===== src/rtl/im_boot_loader_pkg.sv =====
// Shared definitions for the boot loader: state encoding, default widths and
// the byte order used when packing stream bytes into instruction words.
package im_boot_loader_pkg;

  localparam int AW_DEF = 8;   // instruction-memory address width
  localparam int DW_DEF = 16;  // instruction width, always two bytes

  // The first data byte of each pair is the high half of the instruction.
  localparam bit HI_BYTE_FIRST = 1'b1;

  typedef enum logic [3:0] {
    ST_IDLE  = 4'd0,
    ST_LEN   = 4'd1,
    ST_HI    = 4'd2,
    ST_LO    = 4'd3,
    ST_WRITE = 4'd4,
    ST_RST   = 4'd5,
    ST_START = 4'd6,
    ST_RUN   = 4'd7,
    ST_DONE  = 4'd8,
    ST_ERR   = 4'd9
  } state_e;

endpackage


===== src/rtl/im_boot_loader_byte_pack16.sv =====
// Packs two consecutive stream bytes into one 16-bit instruction word.
// Ports:
//   i_clk, i_rst_n : clock, async active-low reset
//   i_hi_en        : capture i_byte as the first byte of the pair
//   i_lo_en        : capture i_byte as the second byte and publish the word
//   i_byte         : stream byte
//   o_word         : packed word, changes only when the pair completes
//   o_word_valid   : one-cycle strobe in the cycle after the pair completes
module im_boot_loader_byte_pack16
  import im_boot_loader_pkg::*;
(
  input  logic        i_clk,
  input  logic        i_rst_n,
  input  logic        i_hi_en,
  input  logic        i_lo_en,
  input  logic [7:0]  i_byte,
  output logic [15:0] o_word,
  output logic        o_word_valid
);

  logic [7:0]  r_first_byte;
  logic [15:0] r_word;
  logic        r_word_valid;

  // First byte is held aside so the published word never shows a half-updated value.
  always_ff @(posedge i_clk or negedge i_rst_n) begin
    if (!i_rst_n) begin
      r_first_byte <= 8'h00;
      r_word       <= 16'h0000;
      r_word_valid <= 1'b0;
    end else begin
      r_word_valid <= i_lo_en;
      if (i_hi_en) begin
        r_first_byte <= i_byte;
      end
      if (i_lo_en) begin
        r_word <= HI_BYTE_FIRST ? {r_first_byte, i_byte} : {i_byte, r_first_byte};
      end
    end
  end

  assign o_word       = r_word;
  assign o_word_valid = r_word_valid;

endmodule


===== src/rtl/im_boot_loader.sv =====
// Boot and program-load sequencer for the 16-bit CPU subsystem.
// Receives a length byte followed by byte pairs, writes the packed words to
// instruction memory from address 0, then releases CPU reset, enables the CPU,
// pulses start and waits for halt.
// Ports:
//   clock, reset           : clock, async active-low reset
//   load_req               : start a load session (IDLE/DONE/ERR/RUN only)
//   rx_data/rx_valid/rx_ready : byte stream handshake
//   i_we/IM_addr/i_dataout : instruction-memory write port
//   cpu_reset/cpu_enable/cpu_start/cpu_halt : CPU control and status
//   busy/done/err/words_loaded : session status
module im_boot_loader
  import im_boot_loader_pkg::*;
#(
  parameter int AW         = AW_DEF,
  parameter int DW         = DW_DEF,
  parameter int RST_CYCLES = 2,
  parameter int TIMEOUT    = 1024
)(
  input  logic          clock,
  input  logic          reset,
  input  logic          load_req,
  input  logic [7:0]    rx_data,
  input  logic          rx_valid,
  output logic          rx_ready,
  output logic          i_we,
  output logic [AW-1:0] IM_addr,
  output logic [DW-1:0] i_dataout,
  output logic          cpu_reset,
  output logic          cpu_enable,
  output logic          cpu_start,
  input  logic          cpu_halt,
  output logic          busy,
  output logic          done,
  output logic          err,
  output logic [AW:0]   words_loaded
);

  localparam int TW = $clog2(TIMEOUT) + 1;

  state_e        r_state;
  state_e        w_state_next;
  logic [AW-1:0] r_im_addr;
  logic [AW-1:0] r_last_addr;
  logic [AW:0]   r_words_loaded;
  logic [TW-1:0] r_gap_cnt;
  logic [3:0]    r_rst_cnt;
  logic          r_cpu_reset;
  logic          r_cpu_enable;
  logic          r_done;
  logic          r_err;
  logic          w_rx_ready;
  logic          w_busy;
  logic          w_cpu_start;
  logic          w_accept;
  logic          w_timeout;
  logic          w_enter_len;
  logic [15:0]   w_word;
  logic          w_word_valid;

  assign w_accept    = rx_valid && w_rx_ready;
  assign w_timeout   = w_rx_ready && !w_accept && (r_gap_cnt == TW'(TIMEOUT - 1));
  assign w_enter_len = (w_state_next == ST_LEN) && (r_state != ST_LEN);

  im_boot_loader_byte_pack16 u_pack (
    .i_clk        (clock),
    .i_rst_n      (reset),
    .i_hi_en      (w_accept && (r_state == ST_HI)),
    .i_lo_en      (w_accept && (r_state == ST_LO)),
    .i_byte       (rx_data),
    .o_word       (w_word),
    .o_word_valid (w_word_valid)
  );

  // State register.
  always_ff @(posedge clock or negedge reset) begin
    if (!reset) begin
      r_state <= ST_IDLE;
    end else begin
      r_state <= w_state_next;
    end
  end

  // Next-state logic; load_req is only honoured where a session may (re)start.
  always_comb begin
    w_state_next = r_state;
    case (r_state)
      ST_IDLE:  w_state_next = load_req ? ST_LEN : ST_IDLE;
      ST_LEN:   w_state_next = w_accept ? ST_HI : (w_timeout ? ST_ERR : ST_LEN);
      ST_HI:    w_state_next = w_accept ? ST_LO : (w_timeout ? ST_ERR : ST_HI);
      ST_LO:    w_state_next = w_accept ? ST_WRITE : (w_timeout ? ST_ERR : ST_LO);
      ST_WRITE: w_state_next = (r_im_addr == r_last_addr) ? ST_RST : ST_HI;
      ST_RST:   w_state_next = (r_rst_cnt == 4'(RST_CYCLES - 1)) ? ST_START : ST_RST;
      ST_START: w_state_next = ST_RUN;
      // Abort wins over halt when both arrive together.
      ST_RUN:   w_state_next = load_req ? ST_LEN : (cpu_halt ? ST_DONE : ST_RUN);
      ST_DONE:  w_state_next = load_req ? ST_LEN : ST_DONE;
      ST_ERR:   w_state_next = load_req ? ST_LEN : ST_ERR;
      default:  w_state_next = ST_IDLE;
    endcase
  end

  // State-decoded outputs.
  always_comb begin
    w_rx_ready  = 1'b0;
    w_busy      = 1'b0;
    w_cpu_start = 1'b0;
    case (r_state)
      ST_LEN, ST_HI, ST_LO: begin
        w_rx_ready = 1'b1;
        w_busy     = 1'b1;
      end
      ST_WRITE, ST_RST, ST_RUN: begin
        w_busy = 1'b1;
      end
      ST_START: begin
        w_busy      = 1'b1;
        w_cpu_start = 1'b1;
      end
      default: begin
        w_busy = 1'b0;
      end
    endcase
  end

  // Session datapath: address, length, word count and CPU control registers.
  always_ff @(posedge clock or negedge reset) begin
    if (!reset) begin
      r_im_addr      <= '0;
      r_last_addr    <= '0;
      r_words_loaded <= '0;
      r_cpu_reset    <= 1'b0;
      r_cpu_enable   <= 1'b0;
      r_done         <= 1'b0;
      r_err          <= 1'b0;
    end else if (w_enter_len) begin
      r_im_addr      <= '0;
      r_words_loaded <= '0;
      r_cpu_reset    <= 1'b0;
      r_cpu_enable   <= 1'b0;
      r_done         <= 1'b0;
      r_err          <= 1'b0;
    end else begin
      case (r_state)
        ST_LEN, ST_HI, ST_LO: begin
          if (w_timeout) begin
            r_err        <= 1'b1;
            r_cpu_reset  <= 1'b0;
            r_cpu_enable <= 1'b0;
          end else if ((r_state == ST_LEN) && w_accept) begin
            // A length of 0 wraps to last_addr = all ones, i.e. a full memory.
            r_last_addr <= AW'(rx_data) - {{(AW-1){1'b0}}, 1'b1};
          end
        end
        ST_WRITE: begin
          r_words_loaded <= r_words_loaded + {{AW{1'b0}}, 1'b1};
          if (r_im_addr != r_last_addr) begin
            r_im_addr <= r_im_addr + {{(AW-1){1'b0}}, 1'b1};
          end
        end
        ST_RST: begin
          if (w_state_next == ST_START) begin
            r_cpu_reset  <= 1'b1;
            r_cpu_enable <= 1'b1;
          end
        end
        ST_RUN: begin
          if (w_state_next == ST_DONE) begin
            r_cpu_enable <= 1'b0;
            r_done       <= 1'b1;
          end
        end
        default: begin
          r_done <= r_done;
        end
      endcase
    end
  end

  // Gap counter: counts idle cycles while waiting for a byte.
  always_ff @(posedge clock or negedge reset) begin
    if (!reset) begin
      r_gap_cnt <= '0;
    end else if (!w_rx_ready || w_accept || w_enter_len) begin
      r_gap_cnt <= '0;
    end else begin
      r_gap_cnt <= r_gap_cnt + {{(TW-1){1'b0}}, 1'b1};
    end
  end

  // Counts cycles spent holding the CPU in reset after the last write.
  always_ff @(posedge clock or negedge reset) begin
    if (!reset) begin
      r_rst_cnt <= 4'd0;
    end else if (r_state == ST_RST) begin
      r_rst_cnt <= r_rst_cnt + 4'd1;
    end else begin
      r_rst_cnt <= 4'd0;
    end
  end

  assign rx_ready     = w_rx_ready;
  assign busy         = w_busy;
  assign cpu_start    = w_cpu_start;
  assign i_we         = w_word_valid;
  assign IM_addr      = r_im_addr;
  assign i_dataout    = DW'(w_word);
  assign cpu_reset    = r_cpu_reset;
  assign cpu_enable   = r_cpu_enable;
  assign done         = r_done;
  assign err          = r_err;
  assign words_loaded = r_words_loaded;

endmodule


===== config.mk =====
export PLATFORM = sky130hd
export DESIGN_NAME = im_boot_loader
export DESIGN_NICKNAME = d
export VERILOG_FILES = /design/src/rtl/im_boot_loader_pkg.sv /design/src/rtl/im_boot_loader_byte_pack16.sv /design/src/rtl/im_boot_loader.sv
export SDC_FILE = /design/constraint.sdc
export NUM_CORES = 1
export LEC_CHECK = 0
export BUFFER_PORTS_ARGS = -buffer_cell sky130_fd_sc_hd__buf_2
export CELL_PAD_IN_SITES_DETAIL_PLACEMENT = 0
export CELL_PAD_IN_SITES_GLOBAL_PLACEMENT = 1
export CORE_ASPECT_RATIO = 2
export CORE_MARGIN = 10
export CORE_UTILIZATION = 40
export DETAILED_ROUTE_END_ITERATION = 16
export GPL_TIMING_DRIVEN = 1
export PLACE_DENSITY_LB_ADDON = 0.3
export SLEW_MARGIN = 20
export SYNTH_ARGS = -nofsm -noshare
export SYNTH_HDL_FRONTEND = slang
export SYNTH_SLANG_ARGS = --single-unit

===== constraint.sdc =====
create_clock -name clock -period 7.4 [get_ports clock]
set_input_delay 0.37 -clock clock [delete_from_list [all_inputs] [get_ports clock]]
set_output_delay 0.37 -clock clock [all_outputs]
set_load 0.05 [all_outputs]

======== Word-level counts from Yosys, hierarchy flattened ========
Cells that the tools add are included.
cells by class
  reduce and logical (&&, ||, !) cells .... 28
  eq/ne operators ......................... 20
  bitwise logic cells ..................... 2
  muxes and demuxes ....................... 37
  $add $sub $neg .......................... 5
operators with widths
  operator                                                count
  2-to-1 mux 4 bit                                        11
  case mux 4 bit (10 select lines)                        1
  2-to-1 mux 8 bit                                        3
  equality test 4 x 3 -> 1 bit (second input constant)    5
  2-to-1 mux 9 bit                                        2
  2-to-1 mux 1 bit                                        15
  equality test 4 x 1 -> 1 bit (second input constant)    3
  equality test 4 bit (second input constant)             3
  nonzero test 2 bit                                      6
  adder 11 x 1 -> 11 bit (second input constant)          1
  equality test 11 x 10 -> 1 bit (second input constant)  1
  2-to-1 mux 11 bit                                       1
  adder 9 x 1 -> 9 bit (second input constant)            1
  inequality test 3 bit (second input constant)           3
  adder 8 x 1 -> 8 bit (second input constant)            1
  equality test 4 x 2 -> 1 bit (second input constant)    2
  equality test 8 bit                                     1
  inequality test 8 bit                                   1
  AND reduction 4 bit                                     2
  subtractor 8 x 1 -> 8 bit (second input constant)       1
  logical AND 1 bit                                       7
  OR reduction 7 bit                                      1
  AND reduction 2 bit                                     3
  adder 4 x 1 -> 4 bit (second input constant)            1
  13 further kinds                                        16
word-level totals
  output and inout bits ................... 41
  flip-flop bits (word level) ............. 73

======== Depth between registers and ports, before layout ========
  word-level depth ........................ 14
  depth in mapped cells ................... 9
  mapped depth without buffers ............ 8

======== Cells and area by module ========
From an unflattened synthesis, not the netlist that was laid out.
second synthesis, totals
  cell total of the unflattened synthesis .. 325
  area, all modules ....................... 3585.9 sq um
by module, submodules not included
  module                      seq. area each (sq um)  cells each  times used  area an instance (sq um)
  im_boot_loader              1201.2                  273         1           2616.3
  im_boot_loader_byte_pack16  625.6                   52          1           969.7

======== Worst setup path before layout ========
No wires, ideal clock.
  kind .................................... register -> register
  start ................................... register r_im_addr[0] (netlist: IM_addr[0])
  end ..................................... register r_cpu_reset (netlist: cpu_reset)
  stages on the path, launching flop included .. 8
  path buffers ............................ 1
  arrival ................................. 2.332 ns
  setup time .............................. 0.120 ns
  path slack .............................. 4.948 ns
  clock period less this slack ............ 2.452 ns
  cell sequence ........................... dfrtp_1 xnor2_1 nand4_1 o21a_1 or4_4 nor4_4 buf_6 nor3_1
between the ends
  longest elaborated chain between the ends .. 7
  elaborated cells between the ends (all ways) .. 11
ends and longest elaborated chain
  element                                                                       line                   RTL
  start: declaration                                                            im_boot_loader.sv:43   logic [AW-1:0] r_im_addr;
  start signal: assignment                                                      im_boot_loader.sv:158  r_im_addr <= r_im_addr + {{(AW-1){1'b0}}, 1'b1};
  equality test 8 bit *                                                         im_boot_loader.sv:92   ST_WRITE: w_state_next = (r_im_addr == r_last_addr) ? ST_RST : ST_HI;
  2-to-1 mux 3 bit *                                                            im_boot_loader.sv:92
  case mux 4 bit (10 select lines) *                                            im_boot_loader.sv:87   case (r_state)
  via w_state_next[1]                                                           im_boot_loader.sv:42   state_e w_state_next;
  equality test 4 x 1 -> 1 bit                                                  im_boot_loader.sv:63   assign w_enter_len = (w_state_next == ST_LEN) && (r_state != ST_LEN);
  logical AND 1 bit                                                             im_boot_loader.sv:63
  inequality test 3 bit (no line) / nonzero test 3 bit (equally long branches)  -
  AND reduction 3 bit (no line)                                                 -
  end signal: assignment                                                        im_boot_loader.sv:132  r_cpu_reset <= 1'b0;
  end signal: assignment                                                        im_boot_loader.sv:139  r_cpu_reset <= 1'b0;
  end signal: assignment                                                        im_boot_loader.sv:148  r_cpu_reset <= 1'b0;
  end: declaration                                                              im_boot_loader.sv:48   logic r_cpu_reset;
The timed path passes the listed nets; every way through them passes the cells marked *.
A chain may end at the register's enable or synchronous reset.

======== Final worst setup path ========
  start ................................... register r_state[1]
  end ..................................... register r_cpu_enable (netlist: cpu_enable)
between the ends
  longest elaborated chain between the ends .. 14
  elaborated cells between the ends (all ways) .. 35
ends and longest elaborated chain
  element                                                                              line                                         RTL
  start: declaration                                                                   im_boot_loader.sv:41                         state_e r_state;
  start signal: assignment                                                             im_boot_loader.sv:80                         r_state <= w_state_next;
  equality test 4 x 2 -> 1 bit / equality test 4 x 1 -> 1 bit (equally long branches)  im_boot_loader.sv:87, im_boot_loader.sv:108
  OR reduction 3 bit                                                                   im_boot_loader.sv:108                        case (r_state)
  2-to-1 mux 1 bit                                                                     im_boot_loader.sv:108
  logical AND 1 bit                                                                    im_boot_loader.sv:61                         assign w_accept = rx_valid && w_rx_ready;
  logical NOT 1 bit                                                                    im_boot_loader.sv:62                         assign w_timeout = w_rx_ready && !w_accept && (r_gap_cnt == TW'(TIMEOUT - 1));
  logical AND 1 bit (2 in series)                                                      im_boot_loader.sv:62
  2-to-1 mux 4 bit, on equally long branches (2 in series)                             im_boot_loader.sv:91, im_boot_loader.sv:90
  case mux 4 bit (10 select lines) *                                                   im_boot_loader.sv:87
  via w_state_next[1]                                                                  im_boot_loader.sv:42
  equality test 4 x 1 -> 1 bit                                                         im_boot_loader.sv:63
  logical AND 1 bit                                                                    im_boot_loader.sv:63
  inequality test 3 bit (no line) / nonzero test 4 bit (equally long branches)         -
  AND reduction 4 bit (no line)                                                        -
  end signal: assignment                                                               im_boot_loader.sv:133                        r_cpu_enable <= 1'b0;
  end signal: assignment                                                               im_boot_loader.sv:140                        r_cpu_enable <= 1'b0;
  end signal: assignment                                                               im_boot_loader.sv:149                        r_cpu_enable <= 1'b0;
  end: declaration                                                                     im_boot_loader.sv:49                         logic r_cpu_enable;
Marks and branches as above.

==> summary.txt <==
Floorplanning
  – Die Y: 151.3 um
  – Ports: 54
  – Std cell rows: 47
  – Die width: 85.67 um
  – Core area: 8351 um2
  – Initial Utilization: 41.31%
  – Die area: 12960 um2

Timing
  – Fin crit share: 41.53%
  – RSZ-0062 raised after global routing: false
  – Max Slew Vio Count: 0
  – Upper clock frequency limit: 0.3254 GHz
  – Setup violators final: 0
  – Actual slew at the worst max-slew pin: 1004 ps
  – Tmin final: 3073 ps
  – Setup tns final: 0 ps
  – Final hold viol count: 0
  – Clock Skews: 5.469 ps
  – Slew margin rel.: 32.58%

Drt
  – Initial detailed-routing violation count: 111
  – Vias per std cell: 5.089
  – Detailed-route via count: 2412
  – Post-Route M1 WL: 2866 um
  – Wire length on met3: 401 um
  – Router iterations before antenna repair: 4
  – Top routing layer in use: met4
  – Routed WL: 7619 um
  – Met2 wire len: 4164 um
  – Final ANT Viol Nets: 0
  – # DRC: 0
  – Wirelength per Cell: 16.07 um

Worst setup path
  – Crit path max fanout: 21
  – CP Depth: 6
  – CP Launch Type: register
  – Setup crit start: r_state[1]
  – Crit path cell chain: and2b_2 > nand3_1 > a21oi_1 > or4_4 > nor4_4 > nor3_1
  – Crit path largest cell delay: 880 ps
  – FF-to-FF Start: r_state[1]
  – Crit path capture type: register
  – Worst Path Arrival: 3250 ps
  – Reg2reg end: cpu_enable
  – Worst path required time: 7580 ps
  – Delay-heaviest family, CP: simple AND/OR/NAND/NOR gates
  – Slowest-stage cell, CP: nor4_4
  – Crit Path Class: reg2reg
  – R2r setup slk: 4330 ps
  – Cells on worst reg2reg path: 6
  – Buf/Inv on CP: 0

Yosys
  – Synth Instances: 316
  – Post-synth EDFFs: 0
  – Syn_nets: 335
  – Synthesized cell area: 3450 um2
  – Avg Cell Area, Syn: 10.92 um2
  – Ys async rst share: 100.0%
  – Sequential-to-total area share from yosys stat: 52.96%
  – Top FF cell, synth: dfrtp_1
  – Distinct cells, synth: 41
  – Ys Warns: 0
  – Synth Register Bits: 73

Power and ir drop
  – Leak: 0.001885 uW
  – IR drop worst, VDD: 0.2861 mV
  – PwrDens: 403.7 nW/um2
  – Total power: 1648 uW

Global routing
  – First-pass GRT wire length: 12460 um
  – All-Layer GR Usage: 12.27%
  – Largest net degree at the start of global routing: 74
  – Antenna violations before repair: 0
  – Vias in the first global route: 2584
  – Total congestion overflow: 0

CTS
  – Post-CTS Setup Inserts: 0
  – Worst-path clk slew: 60 ps
  – Number of CTS-inserted buffers: 9
  – Max Buffers Root-to-Sink: 2
  – CTS tree: yes
  – Hold-fix buffers at CTS: 0
  – H-tree levels: 3
  – Sink Count: 73
  – Root Buffer: clkbuf_16
  – Clock latency on the worst-skew pair: 340 ps
  – CTS-repair resized insts: 0

Min path
  – Hold crit path type: in2async

Placed design
  – Input/output buffers: 53
  – Area of placed instances: 3775 um2
  – Post-DP HPWL: 5622 um
  – GPL Wtd Cong: 0.7817

Final layout
  – Nets: 390
  – P&R area growth vs syn: 18.32%
  – Layout cell share with drive strength beyond 1: 28.19%
  – Final core utilization: 48.88%
  – Antenna Cells: 0
  – Final instance area: 4081 um2

Flow run
  – Number of max-cap violations: 0

Outcome
  – Status: finished clean
==> sequential cells by signal, indices dropped and copies added, names as in the netlist <==
name,count
u_pack.o_word,16
r_gap_cnt,11
words_loaded,9
IM_addr,8
r_last_addr,8
u_pack.r_first_byte,8
r_rst_cnt,4
r_state,4
cpu_enable,1
cpu_reset,1
done,1
err,1
u_pack.o_word_valid,1
==> synth_stat cells, types with 2 or more instances <==
cell	number	area, um2
a21oi_1	4	20.02
a31oi_1	2	12.51
and2_1	3	18.77
and2b_2	2	17.52
and3_1	5	31.28
buf_6	3	33.78
clkbuf_1	5	18.77
dfrtp_1	73	1827
ha_1	6	75.07
inv_1	6	22.52
mux2_2	23	259.0
mux2i_1	2	20.02
nand2_1	27	101.4
nand2b_1	3	18.77
nand3_1	10	50.05
nand4_1	6	37.54
nor2_1	48	180.2
nor3_1	7	35.03
nor4_1	5	31.28
nor4_4	2	42.54
o21a_1	2	15.01
o21ai_0	15	75.07
or3_2	2	15.01
xnor2_1	30	262.8
xor2_1	9	78.83
==> worst max path at each step <==
stage                             to
final                     cpu_enable
after CTS                 cpu_enable
after floorplan            cpu_reset
after global placement    cpu_enable
after detailed placement  cpu_enable
after global routing      IM_addr[1]
==> where the power goes <==
part,total [uW],switching [uW],internal [uW]
logic,616,426,190
clock network,438,168,270
registers,594,84.4,510
==> cell families (layout without fill, tap and decap cells) <==
logic type,Yosys count,in the layout,share of synthesized area (%)
multiplexers,25,25,8.089
adder cells (fa/ha/maj),6,6,2.176
XOR/XNOR,39,39,9.902
AO/OA/AOI/OAI,26,26,4.316
flip-flops,73,73,52.96
buffers and inverters,16,76,2.684
AND/OR/NAND/NOR,131,131,19.88
==> per-layer routing <==
layer / GRT usage (%) / vias up
li1: - / 1190
met1: 11.56 / 1161
met2: 22.52 / 48
met3: 4.465 / 13
met4: 6.043 / 0
met5: 0 / -
==> area by class of cell <==
cell class | instances | area (um2)
fill | 804 | 4269
sequential | 73 | 1827
multi-input combinational | 227 | 1530
timing repair buffer | 54 | 272.8
clock buffer | 10 | 239.0
tap | 98 | 122.6
clock inverter | 6 | 67.56
inverter | 6 | 22.52
==> metrics by stage <==
stage                     hold WS, ps  setup WS, ps  cells
after floorplan                 74.41          4948    316
after global placement          465.3          4329    458
after detailed placement        486.4          4244    458
after CTS                       281.0          4252    474
after global routing            294.4          4048    474
final                           227.9          4327    474
==> layout by cell type, fill, tap and decap left out, drive strengths merged, types with 9 or more instances in the layout <==
cell     n
buf     54
clkbuf  10
dfrtp   73
mux2    23
nand2   27
nand3   10
nor2    48
o21ai   15
xnor2   30
xor2     9
==> worst register-to-register path, cell delays in order (launching register included) <==
cell	delay, ps
dfrtp_1	520
and2b_2	280
nand3_1	370
a21oi_1	150
or4_4	570
nor4_4	880
nor3_1	140
No activity file was read; power rests on OpenSTA's default activity.
